===== src/rtl/input_edge_timer.sv =====
// input_edge_timer
//   Synchronises one asynchronous input, removes glitches with a stability
//   filter, emits registered edge pulses and reports how many clocks each
//   filtered level was held.
//
// Ports
//   clock        system clock, rising edge
//   reset        asynchronous, active-high; clears every flop
//   digital_in   raw asynchronous input
//   level        filtered, synchronised level
//   pos_edge     one-cycle pulse in the first cycle level reads 1
//   neg_edge     one-cycle pulse in the first cycle level reads 0
//   width_valid  one-cycle pulse coincident with pos_edge / neg_edge
//   width        clocks the previous level was held (saturating); holds otherwise
//   width_level  level value that width describes (the pre-edge level)
//   timeout      high while the interval counter is saturated
module input_edge_timer #(
  parameter int SYNC_STAGES = 2,
  parameter int FILTER_LEN  = 3,
  parameter int COUNT_WIDTH = 12
) (
  input  logic                   clock,
  input  logic                   reset,
  input  logic                   digital_in,
  output logic                   level,
  output logic                   pos_edge,
  output logic                   neg_edge,
  output logic                   width_valid,
  output logic [COUNT_WIDTH-1:0] width,
  output logic                   width_level,
  output logic                   timeout
);

  localparam int FCW = (FILTER_LEN < 2) ? 1 : $clog2(FILTER_LEN + 1);
  localparam logic [FCW-1:0]         FCNT_LAST = FCW'(FILTER_LEN - 1);
  localparam logic [COUNT_WIDTH-1:0] CNT_MAX   = {COUNT_WIDTH{1'b1}};

  logic [SYNC_STAGES-1:0] sync_q, sync_d;
  logic [FCW-1:0]         fcnt_q, fcnt_d;
  logic                   level_q, level_d;
  logic [COUNT_WIDTH-1:0] cnt_q, cnt_d;
  logic [COUNT_WIDTH-1:0] width_q, width_d;
  logic                   width_level_q, width_level_d;
  logic                   pos_q, pos_d;
  logic                   neg_q, neg_d;
  logic                   valid_q, valid_d;

  logic s;
  logic toggle;

  assign s = sync_q[SYNC_STAGES-1];

  // Level flips only after s has disagreed with it for FILTER_LEN clocks
  // in a row; any agreement restarts the run.
  assign toggle = (s != level_q) && (fcnt_q == FCNT_LAST);

  always_comb begin
    sync_d = {sync_q[SYNC_STAGES-2:0], digital_in};

    fcnt_d  = fcnt_q;
    level_d = level_q;
    if (s == level_q) begin
      fcnt_d = '0;
    end else if (toggle) begin
      fcnt_d  = '0;
      level_d = ~level_q;
    end else begin
      fcnt_d = fcnt_q + 1'b1;
    end
  end

  always_comb begin
    width_d       = width_q;
    width_level_d = width_level_q;
    pos_d         = 1'b0;
    neg_d         = 1'b0;
    valid_d       = 1'b0;
    if (toggle) begin
      // cnt already counts the current cycle, so it is the full hold time
      // of the level that is ending; the new level starts at 1.
      width_d       = cnt_q;
      width_level_d = level_q;
      pos_d         = ~level_q;
      neg_d         = level_q;
      valid_d       = 1'b1;
      cnt_d         = {{(COUNT_WIDTH-1){1'b0}}, 1'b1};
    end else if (cnt_q == CNT_MAX) begin
      cnt_d = cnt_q;
    end else begin
      cnt_d = cnt_q + 1'b1;
    end
  end

  always_ff @(posedge clock or posedge reset) begin
    if (reset) begin
      sync_q        <= '0;
      fcnt_q        <= '0;
      level_q       <= 1'b0;
      cnt_q         <= '0;
      width_q       <= '0;
      width_level_q <= 1'b0;
      pos_q         <= 1'b0;
      neg_q         <= 1'b0;
      valid_q       <= 1'b0;
    end else begin
      sync_q        <= sync_d;
      fcnt_q        <= fcnt_d;
      level_q       <= level_d;
      cnt_q         <= cnt_d;
      width_q       <= width_d;
      width_level_q <= width_level_d;
      pos_q         <= pos_d;
      neg_q         <= neg_d;
      valid_q       <= valid_d;
    end
  end

  assign level       = level_q;
  assign pos_edge    = pos_q;
  assign neg_edge    = neg_q;
  assign width_valid = valid_q;
  assign width       = width_q;
  assign width_level = width_level_q;
  assign timeout     = (cnt_q == CNT_MAX);

endmodule

===== config.mk =====
export PLATFORM = sky130hd
export DESIGN_NAME = input_edge_timer
export DESIGN_NICKNAME = d
export VERILOG_FILES = /design/src/rtl/input_edge_timer.sv
export SDC_FILE = /design/constraint.sdc
export NUM_CORES = 1
export LEC_CHECK = 0
export CORE_ASPECT_RATIO = 0.8
export CORE_MARGIN = 2
export CORE_UTILIZATION = 56
export CTS_BUF_LIST = sky130_fd_sc_hd__clkbuf_16
export DETAILED_ROUTE_END_ITERATION = 10
export PLACE_DENSITY = 0.82
export SYNTH_ARGS = -nofsm -noshare
export SYNTH_HDL_FRONTEND = slang
export SYNTH_SLANG_ARGS = --single-unit

===== constraint.sdc =====
create_clock -name clock -period 3.9 [get_ports clock]
set_input_delay 0.585 -clock clock [delete_from_list [all_inputs] [get_ports clock]]
set_output_delay 0.585 -clock clock [all_outputs]
set_load 0.1 [all_outputs]

After elaboration in Yosys (flattened, before gate mapping)
Index checks and enable logic that the tools add are counted.
Word-level totals
  output and inout bits: 18
  word-level logic and storage cells: 27
  register bits after elaboration: 33
Operators by class
  reduce and logical (&&, ||, !) cells: 2
  mux-type cells: 7
  $add $sub $neg: 2
  bitwise operators: 2
  eq/ne operators: 5
Operator list (number)
  two-way mux 12 bit: 2
  adder 12 x 1 -> 12 bit (second input constant): 1
  == test 12 bit (second input constant): 1
  two-way mux 2 bit: 2
  two-way mux 1 bit: 3
  adder 2 x 1 -> 2 bit (second input constant): 1
  == test 2 bit (second input constant): 1
  != test 2 x 1 -> 1 bit (second input constant): 1
  NOT 1 bit: 2
  AND reduction 2 bit: 1
  == test 1 bit: 1
  logical AND 1 bit: 1
  != test 1 bit: 1

Depth between registers and ports, before layout
  word-level depth: 4
  mapped depth: 7

Least setup slack after synthesis
OpenSTA, ideal clock, no wires.
  path kind: flip-flop to output port
  start point: register cnt_q[0]
  end point: output timeout
  cell stages (with the launch flop): 5
  slack: 1660 ps
  required time: 3315 ps
  arrival: 1655 ps
  path through: dfrtp_1 -> ha_1 -> and2_1 -> nand4_1 -> inv_1
On the way
  cells in the longest elaborated chain, start to end: 1
Ends and longest elaborated chain
  start, declared: RTL line 41  | logic [COUNT_WIDTH-1:0] cnt_q, cnt_d;
  start signal, assigned: RTL line 109  | cnt_q <= cnt_d;
  == test 12 bit: RTL line 124  | assign timeout = (cnt_q == CNT_MAX);
  end, declared: RTL line 31  | output logic timeout
No other way between the ends.

Final worst setup path
Same ends and word-level chain as after synthesis.

==> flow_metrics.py <==
metrics = {
    "critical_path": {
        "required_ns": 3.31,
        "arrival_ns": 1.97,
        "r2r_start": "level",
        "endpoint_kind": "primary output",
        "path_class": "reg -> out",
        "worstRegToRegCells": 5,
        "reg2reg_slack_ns": 1.92,
        "critPathMaxFanout": 6,
        "r2r_end": "cnt_q[5]",
        "crit_path_start_kind": "register",
    },
    "power": {
        "p_leak_uw": 0.000831,
        "pwr-share-seq_pct": 34.8,
        "clkPwrFrac_pct": 23.9,
        "power.density_nw_per_um2": 873,
        "ir_drop_mv": 0.606,
        "power_frac_comb_pct": 41.4,
        "p_sw_share_pct": 45.8,
        "p_sw_uw": 694,
        "p_int_uw": 823,
    },
    "final_layout": {
        "layout-drive-gt1-share_pct": 8.86,
        "finalInstanceArea_sq_um": 1740,
        "mostFrequentLayoutCell": "nand2_1",
        "nNetsFinal": 161,
        "diodes": 0,
        "final_cells": 185,
        "layout_common_cells": "nand2_1 (41), dfrtp_1 (33), clkdlybuf4s50_1 (19)",
        "area_delta_synth_final_pct": 24.5,
    },
    "synthesis": {
        "synth_top_area_share_pct": 59.1,
        "synth_area_leaders": "dfrtp_1 (59%), nand2_1 (11%), xnor2_1 (3.1%), nor2_1 (1.9%), buf_6 (1.6%)",
        "yosys.area.top_type": "dfrtp_1",
        "syn-num-nets": 138,
        "syn_area_per_cell_sq_um": 10.4,
        "ys_warn_count": 0,
        "ys_types": 34,
        "syn_inst": 134,
        "ys_seq_area_share_pct": 59.1,
        "synth_seq_cells": 33,
        "synth_area_sq_um": 1400,
    },
    "floorplanning": {
        "io-pin-count": 21,
        "rows": 16,
        "initial_core_util_pct": 58.1,
        "core_sq_um": 2400,
        "dieArea_sq_um": 2910,
        "chipWidth_um": 59.8,
        "die_h_um": 48.7,
    },
    "timing": {
        "period_minus_slack_ns": 2.55,
        "holdWs_ns": 0.365,
        "rsz0062_at_grt": "false",
        "setup_violations": 0,
        "period_share_pct": 65.5,
        "maxSlewHeadroom_pct": 35.0,
        "clock.fmax_ghz": 0.391,
        "hold_violations": 0,
        "tightest_slew_ns": 0.971,
        "tns_ns": 0,
        "drv_slew": 0,
        "clock_skew_ns": 0.00523,
    },
    "drt": {
        "drcViolationCount": 0,
        "dr.pass1.iters": 4,
        "route.vias.total": 1076,
        "drt_iter0_drc": 49,
        "routedWlPerCell_um": 15.0,
        "viasPerCell": 5.82,
        "drt_wl_total_mm": 2.78,
        "final_antenna_net_count": 0,
    },
    "cts": {
        "clockBufferDepth": 2,
        "clock-root-buffer": "clkbuf_16",
        "clkLatencyLatePin_ns": 0.28,
        "ctsHoldBuffers": 0,
        "cts_resized": 0,
        "numClockSinks": 33,
        "cts_tree": "yes",
        "postCtsSetupRepairBufs": 0,
        "cts_made_buffers": 5,
        "htree_levels": 2,
        "clkTransAtPathRegs_ns": 0.05,
    },
    "placement": {
        "place_hpwl_mm": 1.76,
        "numPortBuffers": 20,
        "placed_cells_incl_taps": 177,
        "dpl-instance-area_sq_um": 1600,
        "finalWeightedCongestion": 0.861,
    },
    "grt": {
        "grt_use_total_pct": 21.8,
        "grt_pass1_wl_mm": 4.53,
        "grt_pass1_vias": 963,
        "grt_max_degree": 34,
        "gr-total-overflow": 0,
        "antenna_found_initial": 0,
    },
    "min_path": {
        "hold_class": "reg -> reg",
        "hold_end": "sync_q[1]",
        "min_path_cells": 0,
        "hp-start": "sync_q[0]",
    },
    "run_status": {
        "status": "completed",
    },
    "job": {
        "cap_violations": 0,
    },
}
## area by class of cell
class                   instances  area [sq um]
clock buffers                   5           125
clock inverters                 3          13.8
fillers                       189           664
inverters                       4          15.0
multi-input cells              92           519
flip-flops and latches         33           826
well taps                      27          33.8
repair buffers                 21           205
## synthesized netlist by cell type
library cell and count:
inv_1 3, nand2_1 41, and4_1 2, a21oi_1 3, nand4_1 3, a211oi_1 2
o21ai_0 2, a21o_1 1, ha_1 1, buf_6 2, o311ai_0 2, and3_1 1
xnor2_1 5, nor3_1 4, or3b_4 1, a31oi_1 2, buf_2 2, nand4_2 1
and2_1 2, clkbuf_1 1, o211a_1 1, nor4_1 1, inv_2 1, or4b_1 1
o211ai_1 1, and4b_1 1, nand3_1 2, nor2_1 7, nor3b_1 1, xor2_1 1
a2111oi_2 1, o21ai_1 1, dfrtp_1 33, a41oi_2 1
## stage by stage
stage,power (uW),setup WS (ns),util [%]
floorplan,1010,1.66,-
global placement,1130,1.77,66.6
global route,1590,1.28,72.3
CTS,1520,1.36,72.3
detailed placement,1150,1.72,66.6
finish,1520,1.35,72.3
## critical path, cell delays in order, from the launching register on
cell and delay [ns]:
dfrtp_1 0.43, ha_1 0.23, and2_1 0.30, nand4_1 0.25
inv_1 0.17, buf_4 0.31
## power groups by stage
stage,combinational [uW],sequential (uW),clock (uW)
after floorplan,182,827,0
after global placement,613,517,0
after global routing,660,539,387
after CTS,628,526,370
final,627,528,362
after detailed placement,622,530,0
## metal layers
| layer | vias up | GRT usage (%) | wire, um |
|---|---|---|---|
| li1 | 503 | - | - |
| met1 | 528 | 29.3 | 1220 |
| met2 | 38 | 31.0 | 1330 |
| met3 | 7 | 7.49 | 182 |
| met4 | 0 | 11.1 | 48 |
| met5 | - | 0 | 0 |
## state kept, by name (all words and copies together) (netlist names)
| signal | cells |
|---|---|
| pos_edge | 1 |
| cnt_q | 12 |
| width_level | 1 |
| width_valid | 1 |
| neg_edge | 1 |
| fcnt_q | 2 |
| width | 12 |
| sync_q | 2 |
| level | 1 |
## worst max-delay path by stage
stage | to | from | slack (ns)
floorplan | timeout | cnt_q[0] | 1.66
global placement | level | level | 1.77
detailed placement | timeout | cnt_q[0] | 1.72
CTS | timeout | cnt_q[0] | 1.36
global route | timeout | cnt_q[1] | 1.28
finish | timeout | cnt_q[0] | 1.35
## cells by family after synthesis
kind of cell,count (synthesis),synth area share (%)
AND/OR/NAND/NOR,68,23.1
flip-flops,33,59.1
AO/OA/AOI/OAI,17,9.41
buffers and inverters,9,3.67
XOR/XNOR,6,3.76
adder cells (fa/ha/maj),1,0.896
Power figures use the tool's default switching activity.
